$ cat src/rtl/dbg_uart_tx.sv
// dbg_uart_tx: debug-header serial transmitter.
// 4-entry byte FIFO feeding an 8N1 frame shifter; TXD is driven straight
// from a flop and idles high. Back-to-back frames run with no idle gap.
module dbg_uart_tx #(
    parameter int unsigned CLK_DIV = 16
) (
    input  logic       CLK,
    input  logic       nRST,
    input  logic [7:0] WR_DATA,
    input  logic       WR_EN,
    output logic       FULL,
    output logic [2:0] LEVEL,
    output logic       BUSY,
    output logic       OVF,
    output logic       TXD
);

    typedef enum logic [1:0] {
        S_IDLE  = 2'd0,
        S_START = 2'd1,
        S_DATA  = 2'd2,
        S_STOP  = 2'd3
    } state_t;

    localparam logic [7:0] TIMER_LOAD = 8'(CLK_DIV - 1);

    logic [7:0] r_mem [0:3];
    logic [1:0] r_wptr;
    logic [1:0] r_rptr;
    logic [2:0] r_level;
    logic       r_full;
    logic       r_ovf;

    state_t     r_state;
    state_t     w_state_nxt;
    logic [7:0] r_timer;
    logic [7:0] w_timer_nxt;
    logic [2:0] r_bit_idx;
    logic [2:0] w_idx_nxt;
    logic [7:0] r_shift;
    logic [7:0] w_shift_nxt;
    logic       r_txd;
    logic       w_txd_nxt;

    logic       w_push;
    logic       w_pop;
    logic [2:0] w_level_nxt;

    // A write is accepted only against the registered FULL; a simultaneous
    // pop does not make room in the same cycle.
    assign w_push      = WR_EN && !r_full;
    assign w_level_nxt = r_level + {2'b00, w_push} - {2'b00, w_pop};

    // FIFO storage: no reset needed, occupancy is tracked by the pointers.
    always_ff @(posedge CLK) begin
        if (w_push) begin
            r_mem[r_wptr] <= WR_DATA;
        end
    end

    // FIFO pointers, occupancy, full flag and sticky overrun flag.
    always_ff @(posedge CLK or negedge nRST) begin
        if (!nRST) begin
            r_wptr  <= '0;
            r_rptr  <= '0;
            r_level <= '0;
            r_full  <= 1'b0;
            r_ovf   <= 1'b0;
        end else begin
            if (w_push) begin
                r_wptr <= r_wptr + 2'd1;
            end
            if (w_pop) begin
                r_rptr <= r_rptr + 2'd1;
            end
            r_level <= w_level_nxt;
            r_full  <= (w_level_nxt == 3'd4);
            if (WR_EN && r_full) begin
                r_ovf <= 1'b1;
            end
        end
    end

    // Frame FSM state, bit timer, shift register and TXD flop.
    always_ff @(posedge CLK or negedge nRST) begin
        if (!nRST) begin
            r_state   <= S_IDLE;
            r_timer   <= '0;
            r_bit_idx <= '0;
            r_shift   <= '0;
            r_txd     <= 1'b1;
        end else begin
            r_state   <= w_state_nxt;
            r_timer   <= w_timer_nxt;
            r_bit_idx <= w_idx_nxt;
            r_shift   <= w_shift_nxt;
            r_txd     <= w_txd_nxt;
        end
    end

    // Next-state logic; TXD's next value is decided here so the pin is a
    // pure flop output that already reflects the state being entered.
    always_comb begin
        w_state_nxt = r_state;
        w_timer_nxt = r_timer;
        w_idx_nxt   = r_bit_idx;
        w_shift_nxt = r_shift;
        w_txd_nxt   = r_txd;
        w_pop       = 1'b0;
        case (r_state)
            S_IDLE: begin
                w_txd_nxt = 1'b1;
                if (r_level != 3'd0) begin
                    w_pop       = 1'b1;
                    w_shift_nxt = r_mem[r_rptr];
                    w_timer_nxt = TIMER_LOAD;
                    w_txd_nxt   = 1'b0;
                    w_state_nxt = S_START;
                end
            end
            S_START: begin
                if (r_timer == 8'd0) begin
                    w_state_nxt = S_DATA;
                    w_idx_nxt   = 3'd0;
                    w_timer_nxt = TIMER_LOAD;
                    w_txd_nxt   = r_shift[0];
                end else begin
                    w_timer_nxt = r_timer - 8'd1;
                end
            end
            S_DATA: begin
                if (r_timer == 8'd0) begin
                    w_timer_nxt = TIMER_LOAD;
                    if (r_bit_idx == 3'd7) begin
                        w_state_nxt = S_STOP;
                        w_txd_nxt   = 1'b1;
                    end else begin
                        w_shift_nxt = r_shift >> 1;
                        w_idx_nxt   = r_bit_idx + 3'd1;
                        w_txd_nxt   = r_shift[1];
                    end
                end else begin
                    w_timer_nxt = r_timer - 8'd1;
                end
            end
            S_STOP: begin
                if (r_timer == 8'd0) begin
                    if (r_level != 3'd0) begin
                        w_pop       = 1'b1;
                        w_shift_nxt = r_mem[r_rptr];
                        w_timer_nxt = TIMER_LOAD;
                        w_txd_nxt   = 1'b0;
                        w_state_nxt = S_START;
                    end else begin
                        w_timer_nxt = 8'd0;
                        w_txd_nxt   = 1'b1;
                        w_state_nxt = S_IDLE;
                    end
                end else begin
                    w_timer_nxt = r_timer - 8'd1;
                end
            end
            default: begin
                w_state_nxt = S_IDLE;
                w_txd_nxt   = 1'b1;
            end
        endcase
    end

    assign FULL  = r_full;
    assign LEVEL = r_level;
    assign OVF   = r_ovf;
    assign TXD   = r_txd;
    assign BUSY  = (r_state != S_IDLE) || (r_level != 3'd0);

endmodule

$ cat config.mk
export PLATFORM = sky130hd
export DESIGN_NAME = dbg_uart_tx
export DESIGN_NICKNAME = d
export VERILOG_FILES = /design/src/rtl/dbg_uart_tx.sv
export SDC_FILE = /design/constraint.sdc
export NUM_CORES = 1
export LEC_CHECK = 0
export BUFFER_PORTS_ARGS = -buffer_cell sky130_fd_sc_hd__buf_4
export CORE_MARGIN = 2
export CORE_UTILIZATION = 64
export DETAILED_ROUTE_END_ITERATION = 10
export PLACE_DENSITY_LB_ADDON = 0.3
export SLEW_MARGIN = 30
export SYNTH_ARGS = -nofsm -noshare
export SYNTH_HDL_FRONTEND = slang
export SYNTH_SLANG_ARGS = --single-unit
$ cat constraint.sdc
create_clock -name CLK -period 7.2 [get_ports CLK]
set_clock_uncertainty 0.05 [all_clocks]
set_input_delay 0.36 -clock CLK [delete_from_list [all_inputs] [get_ports CLK]]
set_output_delay 0.36 -clock CLK [all_outputs]
set_load 0.05 [all_outputs]
==> run_results.csv <==
group,metric,value,unit
timing,slew_headroom,46.4,%
cts,post_cts_buffers,0,
floorplanning,coreArea,4410,um2
final_layout,nFillCells,277,
grt,grt_pass1_vias,1881,
timing,fmax,352,MHz
synthesis,avgSynthCellArea,14.4,um2
synthesis,synth_fp_nets,233,
worst_setup_path,worst_path_dominant_cell_family,"adder cells",
grt,grt_pass1_wl,9090,um
worst_setup_path,worst_setup_path_end_kind,"flip-flop",
detailed_routing,drc,0,
synthesis,ys_seq_elements,63,
worst_setup_path,crit_slowest_cell,"dfrtp_1",
floorplanning,die_h,72.2,um
placed_design,dp_hpwl,3880,um
synthesis,ys.flop_type,"edfxtp_1",
final_layout,multi_input_area,1150,um2
floorplanning,row_count,24,
timing,min_period,2.84,ns
cts,cts_buffers,9,
floorplanning,initial_utilization,67.3,%
final_layout,drive_gt1_share,26.1,%
power_and_ir_drop,peakVddDrop,0.000234,V
worst_setup_path,cp-start-kind,"flip-flop",
worst_setup_path,cp.arrival,3.04,ns
placed_design,portBuffers,17,
hold_path,hold_path_class,"in2reg",
grt,gr-usage-all-layers,24.3,%
placed_design,gp_congestion,0.916,
worst_setup_path,crit_type,"reg2reg",
final_layout,num-nets-final,256,
cts,cts.sinks,63,
detailed_routing,drt-wirelength-per-cell,19.0,um
timing,slew_violations,0,
synthesis,synth_edf_count,32,
worst_setup_path,required,7.40,ns
cts,cts-root-buf,"clkbuf_8",
worst_setup_path,ff2ff_setup_slack,4.36,ns
worst_setup_path,worst-path-max-fanout,5,
worst_setup_path,cpPeakStageDelay,0.43,ns
synthesis,netlist_area,2970,um2
hold_path,min_path_cells,1,
worst_setup_path,cp_num_buf_inv,3,
worst_setup_path,worstRegToRegCells,12,
timing,finalHoldViolCount,0,
power_and_ir_drop,p_total,0.000920,W
timing,worst_pin_slew,0.801,ns
detailed_routing,routed_wl,5440,um
floorplanning,die_x,72.2,um
timing,timing.final.crit_share,39.5,%
synthesis,synth.distinct_cells,45,
timing,rsz0062_at_grt,"false",
flow_run,cap_violations,0,
outcome,status,"complete, no violations",
worst_setup_path,rr_startpoint,"r_state[1]",
cts,cts_resized,0,
floorplanning,io_pins,18,
cts,clk_latency,0.34,ns
synthesis,yosysWarnings,0,
final_layout,synthToLayoutAreaGrowth,12.0,%
synthesis,synth-seq-area-share,58.5,%
cts,cts.clk_slew.worst_paths,0.07,ns
detailed_routing,vias_per_cell,6.26,
power_and_ir_drop,p_leak,1.39,nW
detailed_routing,drt_pass1_iterations,4,
cts,postCtsHoldBufs,1,
hold_path,hold-path-endpoint,"r_mem[0][4]",
synthesis,async_flop_share,49.2,%
detailed_routing,vias,1790,
detailed_routing,ant_nets,0,
synthesis,synthCells,206,
power_and_ir_drop,p_per_area,276,nW/um2
worst_setup_path,r2r_end,"FULL",
grt,antenna_found_initial,0,
final_layout,regArea,1740,um2
timing,fin_setup_tns,0,ns
worst_setup_path,crit_chain,"inv_1, ha_1, inv_1, and2_1, o21a_1, ha_1, inv_1, ha_1, fa_1, xnor2_1, xnor2_1, nor3b_1",
detailed_routing,drt_iter0_drc,221,
final_layout,layout_commonest_cell,"edfxtp_1",
cts,htreeDepth,3,
grt,gr-total-overflow,0,
final_layout,num_antenna_cells,0,
floorplanning,die_area,5210,um2
hold_path,min_from,"WR_DATA[4]",
cts,tritoncts,"built",
timing,finalSetupViolations,0,
cts,cts_buffer_depth,2,
grt,grt_max_degree,32,
final_layout,layout_common_cells,"32 x edfxtp_1, 30 x dfrtp_1, 17 x buf_4, 15 x ha_1, 13 x inv_1",
power breakdown:
group	switching, W	total, W	internal [W]
logic	0.000106	0.000167	0.0000613
clock network	0.000136	0.000292	0.000157
registers	0.0000256	0.000460	0.000435
through the flow:
stage	cells	area (um2)	utilization, %	setup slack, ns	hold slack (ns)
floorplan	206	2970	-	4.42	0.0144
detailed placement	269	3130	71.0	4.36	0.268
global placement	269	3130	71.0	4.55	0.251
finish	286	3330	75.5	4.36	0.163
global route	286	3330	75.5	4.10	0.143
CTS	286	3330	75.5	4.36	0.151
worst register-to-register path, cell delays in order (launching register included):
cell and delay (ns):
dfrtp_1 0.43, inv_1 0.11, ha_1 0.37, inv_1 0.09, and2_1 0.17, o21a_1 0.13
ha_1 0.27, inv_1 0.04, ha_1 0.18, fa_1 0.37, xnor2_1 0.18, xnor2_1 0.16
nor3b_1 0.22
routing by layer:
layer | wire length [um] | part of all wire, % | global-route usage, %
met4 | 107 | 2.0 | 9.64
met2 | 2920 | 54 | 39.7
met3 | 263 | 4.8 | 9.58
met5 | 0 | 0 | 0
met1 | 2160 | 40 | 29.2
cells in the mapped netlist, types with 5 or more instances:
master / n / area [um2]
xnor2_1: 5 / 43.8
nand2_1: 7 / 26.3
o21ai_0: 9 / 45.0
mux4_2: 8 / 180
nor2_1: 8 / 30.0
nand3_1: 6 / 30.0
ha_1: 15 / 188
edfxtp_1: 32 / 961
inv_1: 13 / 48.8
and2_1: 5 / 31.3
mux2_4: 8 / 120
a31oi_1: 5 / 31.3
mux2_2: 9 / 101
dfrtp_1: 30 / 751
flip-flops by register name, indices dropped and copies added (netlist names), 2 cells and up:
signal     cells
r_mem         32
r_shift        8
r_timer        8
LEVEL          3
r_bit_idx      3
r_rptr         2
r_state        2
r_wptr         2
final cells by class:
type                            instances  share of cell area [%]
Multi-Input combinational cell        124                    34.6
Timing Repair Buffer                   18                    4.13
Sequential cell                        63                    52.2
Tap cell                               52                    1.95
Clock inverter                          7                    1.92
Inverter                               13                    1.47
Clock buffer                            9                    3.72
worst max path at each step:
| stage | to | start | slack [ns] | cells past startpoint |
|---|---|---|---|---|
| global placement | FULL | r_state[0] | 4.55 | 12 |
| CTS | FULL | r_state[0] | 4.36 | 12 |
| global route | FULL | r_timer[3] | 4.10 | 10 |
| floorplan | FULL | LEVEL[1] | 4.42 | 10 |
| finish | FULL | r_state[1] | 4.36 | 12 |
| detailed placement | FULL | r_state[0] | 4.36 | 12 |
cells by family (layout without fill, tap and decap cells):
logic type | Yosys count | in the layout | share of synthesized area, %
buf+inv | 19 | 47 | 2.74
fa+ha+maj | 16 | 16 | 6.99
flops | 63 | 63 | 58.5
xor+xnor | 6 | 6 | 1.77
simple gates | 43 | 43 | 8.50
mux | 25 | 25 | 13.5
compound gates | 34 | 34 | 8.04
No activity file was read; power rests on OpenSTA's default activity.
